===== config.mk =====
export PLATFORM = sky130hd
export DESIGN_NAME = axis_tx_frame_arbiter
export DESIGN_NICKNAME = d
export VERILOG_FILES = /design/src/rtl/axis_tx_frame_arbiter.sv
export SDC_FILE = /design/constraint.sdc
export NUM_CORES = 1
export LEC_CHECK = 0
export CAP_MARGIN = 20
export CORE_UTILIZATION = 40
export DETAILED_ROUTE_END_ITERATION = 16
export PLACE_DENSITY = 0.8
export SLEW_MARGIN = 20
export SYNTH_ARGS = -nofsm -noshare
export SYNTH_HDL_FRONTEND = slang
export SYNTH_SLANG_ARGS = --single-unit

===== constraint.sdc =====
create_clock -name clock -period 2 [get_ports clock]
set_clock_uncertainty 0.15 [all_clocks]
set_input_delay 0.2 -clock clock [delete_from_list [all_inputs] [get_ports clock]]
set_output_delay 0.2 -clock clock [all_outputs]
set_load 0.1 [all_outputs]

===== src/rtl/axis_tx_frame_arbiter.sv =====
// Round-robin, frame-granular arbiter that feeds N AXIS byte sources into the GMII TX sink.
// Frames longer than MAX_LEN beats are closed with tlast+tuser and their tail is discarded.
module axis_tx_frame_arbiter #(
  parameter int unsigned N_PORTS = 2,
  parameter int unsigned MAX_LEN = 1536,
  parameter int unsigned GW      = (N_PORTS > 1) ? $clog2(N_PORTS) : 1,
  parameter int unsigned LW      = $clog2(MAX_LEN + 1)
) (
  input  logic                 clock,
  input  logic                 reset,
  input  logic [N_PORTS-1:0]   io_in_valid,
  output logic [N_PORTS-1:0]   io_in_ready,
  input  logic [8*N_PORTS-1:0] io_in_tdata,
  input  logic [N_PORTS-1:0]   io_in_tlast,
  input  logic [N_PORTS-1:0]   io_in_tuser,
  output logic                 io_out_valid,
  input  logic                 io_out_ready,
  output logic [7:0]           io_out_tdata,
  output logic                 io_out_tlast,
  output logic                 io_out_tuser,
  output logic [GW-1:0]        io_grant,
  output logic                 io_busy,
  output logic                 io_trunc
);

  typedef enum logic [1:0] {IDLE, PASS, DROP} state_e;

  state_e        state_q, state_d;
  logic [GW-1:0] grant_q, grant_d;
  logic [GW-1:0] last_q, last_d;
  logic [LW-1:0] count_q, count_d;
  logic          trunc_q, trunc_d;

  logic          sel_valid, sel_last, sel_user, at_max;
  logic [7:0]    sel_data;
  logic          pick_found;
  logic [GW-1:0] pick_idx;
  int unsigned   cand;

  always_comb begin
    sel_valid = io_in_valid[grant_q];
    sel_last  = io_in_tlast[grant_q];
    sel_user  = io_in_tuser[grant_q];
    sel_data  = io_in_tdata[{grant_q, 3'b000} +: 8];
    at_max    = (count_q == LW'(MAX_LEN - 1));
  end

  // Search starts one past the previous winner and wraps without a modulo.
  always_comb begin
    pick_found = 1'b0;
    pick_idx   = '0;
    cand       = 0;
    for (int unsigned i = 1; i <= N_PORTS; i++) begin
      cand = 32'(last_q) + i;
      if (cand >= N_PORTS) cand = cand - N_PORTS;
      if (!pick_found && io_in_valid[GW'(cand)]) begin
        pick_found = 1'b1;
        pick_idx   = GW'(cand);
      end
    end
  end

  always_comb begin
    state_d      = state_q;
    grant_d      = grant_q;
    last_d       = last_q;
    count_d      = count_q;
    trunc_d      = 1'b0;
    io_out_valid = 1'b0;
    io_out_tdata = '0;
    io_out_tlast = 1'b0;
    io_out_tuser = 1'b0;
    io_in_ready  = '0;
    unique case (state_q)
      IDLE: begin
        if (pick_found) begin
          grant_d = pick_idx;
          state_d = PASS;
        end
      end
      PASS: begin
        io_out_valid         = sel_valid;
        io_out_tdata         = sel_data;
        io_out_tlast         = sel_last | at_max;
        io_out_tuser         = sel_user | (at_max & ~sel_last);
        io_in_ready[grant_q] = io_out_ready;
        if (sel_valid && io_out_ready) begin
          if (sel_last) begin
            last_d  = grant_q;
            count_d = '0;
            state_d = IDLE;
          end else if (at_max) begin
            count_d = '0;
            trunc_d = 1'b1;
            state_d = DROP;
          end else begin
            count_d = count_q + LW'(1);
          end
        end
      end
      DROP: begin
        io_in_ready[grant_q] = 1'b1;
        if (sel_valid && sel_last) begin
          last_d  = grant_q;
          state_d = IDLE;
        end
      end
      default: state_d = IDLE;
    endcase
  end

  always_ff @(posedge clock or posedge reset) begin
    if (reset) begin
      state_q <= IDLE;
      grant_q <= '0;
      last_q  <= GW'(N_PORTS - 1);
      count_q <= '0;
      trunc_q <= 1'b0;
    end else begin
      state_q <= state_d;
      grant_q <= grant_d;
      last_q  <= last_d;
      count_q <= count_d;
      trunc_q <= trunc_d;
    end
  end

  assign io_grant = grant_q;
  assign io_busy  = (state_q != IDLE);
  assign io_trunc = trunc_q;

endmodule


=== Word-level counts from Yosys, hierarchy flattened ===
Cells that the tools add are included.

* Bits in registers: 16
* Bits of input ports: 25
* Output and inout port bits: 16
* Word-level logic and storage cells: 81

* Add/subtract/negate cells: 5
* $lt $le $gt $ge: 6
* Equal/unequal tests: 8
* Shifts and indexed selects: 1
* Muxes and demuxes: 39
* Bitwise logic cells: 5
* Reductions and logical operators: 12

{| class="wikitable"
|+ Operators with widths
! operator !! number
|-
| 2-to-1 mux 1 bit || 27
|-
| 2-to-1 mux 11 bit || 2
|-
| indexed part select 16 x 5 -> 8 bit || 1
|-
| adder 11 x 1 -> 11 bit (second input constant) || 1
|-
| equality test 11 bit (second input constant) || 1
|-
| 2-to-1 mux 2 bit || 5
|-
| 2-to-1 mux 8 bit || 1
|-
| inequality test 2 bit (second input constant) || 4
|-
| AND reduction 4 bit || 2
|-
| less-than comparator 1 x 2 -> 1 bit (second input constant) || 3
|-
| one-hot mux 2 bit (3 select lines) || 1
|-
| logical AND 1 bit || 4
|-
| one-hot mux 2 bit (2 select lines) || 1
|-
| AND reduction 2 bit || 2
|-
| nonzero test 2 bit || 2
|-
| adder 1 x 2 -> 3 bit (second input constant) || 1
|-
| greater-or-equal comparator 3 x 2 -> 1 bit (second input constant) || 1
|-
| inequality test 3 bit (second input constant) || 1
|-
| adder 1 x 1 -> 2 bit (second input constant) || 1
|-
| bitwise AND 2 bit || 1
|-
| equality test 2 x 1 -> 1 bit (second input constant) || 1
|-
| equality test 2 bit (second input constant) || 1
|-
| greater-or-equal comparator 2 bit (second input constant) || 1
|-
| logical NOT 2 bit || 1
|-
| other kinds (8) || 10
|}

=== Logic depth before layout (Yosys ltp) ===
* Depth after elaboration: 11
* Depth in mapped cells: 6
* Mapped depth without buffers: 6

=== Worst setup path after synthesis ===
No wires, ideal clock.

* Path kind: register to output
* Start: register grant_q (netlist: io_grant)
* End: output io_out_tuser
* Data arrival time: 3.688 ns
* Required time: 1.650 ns
* Slack: -2.038 ns
* Cell stages (with the launch flop): 5
* Buffers on the path: 2
* Cell sequence: dfrtp_1 buf_6 buf_2 mux2i_1 a21boi_0

* Longest elaborated chain between the ends: 6
* Elaborated cells on any way between the ends: 8
* Those cells by class: mux: 5; bitwise: 3

{| class="wikitable"
|+ Ends and longest elaborated chain
! element !! line !! text
|-
| start: declaration || 29 || <nowiki>logic [GW-1:0] grant_q, grant_d;</nowiki>
|-
| start signal: assignment || 121 || <nowiki>grant_q <= grant_d;</nowiki>
|-
| 2-to-1 mux 1 bit (implied by the code) (2 in a row) || 42 || <nowiki>sel_last = io_in_tlast[grant_q];</nowiki>
|-
| inverter 1 bit || 85 || <nowiki>io_out_tuser = sel_user | (at_max & ~sel_last);</nowiki>
|-
| bitwise AND 1 bit || 85 ||
|-
| bitwise OR 1 bit (*) || 85 ||
|-
| 2-to-1 mux 1 bit (*) || 74 || <nowiki>unique case (state_q)</nowiki>
|-
| end: declaration || 20 || <nowiki>output logic io_out_tuser,</nowiki>
|}

Mark *: on every way between the ends. The rest lies on a longest branch, timed or not. The select of a mux whose other input is x is not followed.

=== Worst setup path after layout ===
* Start: register count_q[1]
* End: output io_out_tuser

* Longest elaborated chain between the ends: 4

{| class="wikitable"
|+ Ends and longest elaborated chain
! element !! line !! text
|-
| start: declaration || 31 || <nowiki>logic [LW-1:0] count_q, count_d;</nowiki>
|-
| start signal: assignment || 123 || <nowiki>count_q <= count_d;</nowiki>
|-
| equality test 11 bit || 45 || <nowiki>at_max = (count_q == LW'(MAX_LEN - 1));</nowiki>
|-
| bitwise AND 1 bit || 85 ||
|-
| bitwise OR 1 bit || 85 ||
|-
| 2-to-1 mux 1 bit || 74 ||
|}

No other way between the ends.

==> results.md <==
- Status: complete, but fails checks
- Failing checks: design-rule violations, negative setup slack
- Die Span Y: around 57 um
- EDFF count, synth: 0
- Crit path launch type: register
- Max Slew Vio Count: 0
- Clock sink count: 16
- Commonest cells after routing, fill and taps aside: 24 x clkdlybuf4s50_1, 19 x buf_4, 15 x buf_12
- First-pass GRT wire length: 6865 um
- Final setup fails: 2
- RSZ-0062 raised after global routing: true
- FF-to-FF setup slack: 0.14 ns
- Clk_lat worst skew: 0.30 ns
- Seq/Total Area, Yosys: 0.3302
- CTS tree: built
- Num CTS Buffers: 3
- Post-Syn Nets: between 150 and 200
- Synth area leaders: dfrtp_1 31%, mux2i_1 7.4%, ha_1 4.1%
- I/O Buffers: 40
- Total number of yosys warnings: 0
- Gp weighted congestion: 0.9019
- Vias per cell: 5.848
- Yosys top cell area share: 0.3086
- Min Tclk post-route: 2.060 ns
- Worst-path maximum fanout: 3
- Core area: 2829 sq um
- Detailed Route Iter0 Violations: 54
- CTS Buffer Depth: 2
- Antenna violations before repair: 0
- Die area: between 3000 and 4000 sq um
- Tot Pwr: 0.003330 W
- Critical path endpoint category: output pin
- Share of layout cells above drive strength 1: 0.4323
- Crit share post-route: 1.030
- Die W: 57.14 um
- Row count: 19
- Pwr per Cell Area: 1530 nW/um^2
- Post-synth top flop: dfrtp_1
- WP data required: 1.65 ns
- Layout Nets: 222
- Antenna viol nets, final: 0
- Worst-Margin Slew: 0.6035 ns
- H-tree Lvls: 1
- Worst R2R End: count_q[8]$_DFFE_PP0P_
- Clock-pin slew on the worst setup and hold paths: around 0.10 ns
- Gr ovfl total: 0
- Commonest non-fill, non-tap cell in the layout: clkdlybuf4s50_1
- Crit Path Class: reg -> out
- Hpwl dp: 2822 um
- 1st-pass router iterations: 10
- Clk pwr share: 0.066
- Largest net degree at the start of global routing: 17
- Worst Setup Slack, final: -0.06020 ns
- CP max-delay cell: dfrtp_1
- Post-synth ARST share: 1.000
- Area Overhead vs Synth: 79.01%
- Yosys reg bits: 16
- I/O pin cnt: slightly above 40
- DR vias: between 1k and 1.5k
- Max_cap viols: 0
- Ant. Diodes: 0
- Netlist cell types: 45
- Sequential share of power: 0.145
- Worst IR Drop VDD: ~1.3 mV
- Hold_ws: approximately 0.11 ns
- LEAKAGE: 0.9354 nW
- Sw Ratio: 0.5265
- Comb pwr share: 0.789
- GRT Total Usage: 0.2761
- Setup_tns: -0.08328 ns
- Gate count after technology mapping: about 130
- Cell Chain, Critical Path: ha_4 > nand3_4 > nor3_4 > nand2_2 > a21boi_4 > buf_12
- FMAX: between 0.4 and 0.5 GHz
- HP Class: in -> async
- Mean area per synthesized cell: ~9.2 sq um
- Drt wl/cell: 18.36 um
- Hold Buf Count CTS: 0
- Worst r2r path cells: 6
- Worst R2R Start: count_q[1]$_DFFE_PP0P_
- Synth Cell Area: 1216 sq um
- CTS root buf: clkbuf_4
- Final Hold Vio Count: 0
- Vias in the first global route: approximately 1.4k
- Initial core utilization: 0.4299
- Post-Route WL: between 4000 and 5000 um
- Crit-path max cell delay: between 0.4 and 0.5 ns
- NetSw: 0.001753 W
- Arrival time of the worst setup path: 1.71 ns
- DR DRC count: 4
- P_int: 0.001577 W
- Yosys top cell by area: dfrtp_1
- Slew HR: 0.5973
[power groups by stage]
stage / registers, W / logic [W] / clock network, W
floorplan: 0.000520 / 0.00162 / 0
global placement: 0.000474 / 0.00237 / 0
detailed placement: 0.000481 / 0.00242 / 0
CTS: 0.000469 / 0.00256 / 0.000226
global route: 0.000487 / 0.00271 / 0.000235
finish: 0.000481 / 0.00263 / 0.000220
[kinds of logic (layout without fill, tap and decap cells)]
logic type,Yosys count,after routing,synth area share
buffers and inverters,10,70,0.03806
xor gates and xnor gates,2,2,0.01441
and+or+nand+nor,59,59,0.2840
AOI/OAI and AO/OA,28,28,0.1687
muxes,13,13,0.1235
DFF,16,16,0.3303
adders and majority gates,4,4,0.04115
[through the flow]
stage	instance area, sq um	instances	util	worst slack [ns]
floorplan	1329	132	-	-0.1335
global placement	1952	208	0.6900	0.1163
detailed placement	1952	208	0.6900	0.04783
CTS	2130	220	0.7528	-0.005468
global route	2177	223	0.7696	-0.1274
finish	2177	223	0.7696	-0.06020
[flip-flops by register name, indices dropped and copies added (netlist names)]
signal    count
count_q      11
io_grant      1
io_trunc      1
last_q        1
state_q       2
[worst max-delay path: cells and delay by family (launching register included)]
| family | cells | cell delay, ns |
|---|---|---|
| AO/OA/AOI/OAI | 1 | 0.17 |
| buffers and inverters | 1 | 0.19 |
| adder cells (fa/ha/maj) | 1 | 0.17 |
| flip-flops | 1 | 0.41 |
| AND/OR/NAND/NOR | 3 | 0.48 |
[area by class of cell]
cell class,instances,area (sq um)
tap,31,38.79
timing repair buffer,59,694.4
clock buffer,4,36.28
multi-input combinational,106,974.7
sequential,16,406.6
fill,173,651.9
inverter,7,26.28
[routing by layer]
metal | GRT usage | vias to the layer above | routed length [um]
li1 | - | 607 | -
met1 | 0.3329 | 633 | 1651
met2 | 0.4739 | 45 | 2106
met3 | 0.06122 | 19 | 189
met4 | 0.1185 | 0 | 148
met5 | 0 | - | 0
[Yosys cell counts, types with 2 or more instances]
cell type and count:
dfrtp_1 15, nand2_1 11, o21ai_0 10, mux2i_1 9
nand3_1 8, nor2_1 8, nor2b_1 8, inv_1 7
and2_1 5, a21oi_1 4, ha_1 4, and4_1 3
nand4_1 3, and3_1 2, o2111ai_1 2, o31ai_1 2
or2_2 2, or3_1 2
[how the worst max path moves through the flow]
| stage | start | end | slack (ns) | depth (start not counted) |
|---|---|---|---|---|
| after floorplan | count_q[0]$_DFFE_PP0P_ | io_out_tuser | -0.13 | 5 |
| after global placement | io_out_ready | count_q[7]$_DFFE_PP0P_ | 0.12 | 6 |
| after detailed placement | io_out_ready | count_q[5]$_DFFE_PP0P_ | 0.05 | 5 |
| after CTS | count_q[0]$_DFFE_PP0P_ | io_out_tuser | -0.005 | 6 |
| after global routing | count_q[1]$_DFFE_PP0P_ | io_out_tuser | -0.13 | 6 |
| final | count_q[1]$_DFFE_PP0P_ | io_out_tuser | -0.06 | 6 |
[timing repair]
action,4_1_cts,5_1_grt
cloned,0,0
pin swaps,3,3
endpoints found under the setup margin,10,17
resized for setup,20,5
buffers inserted,8,3
No activity file was read; power rests on OpenSTA's default activity.
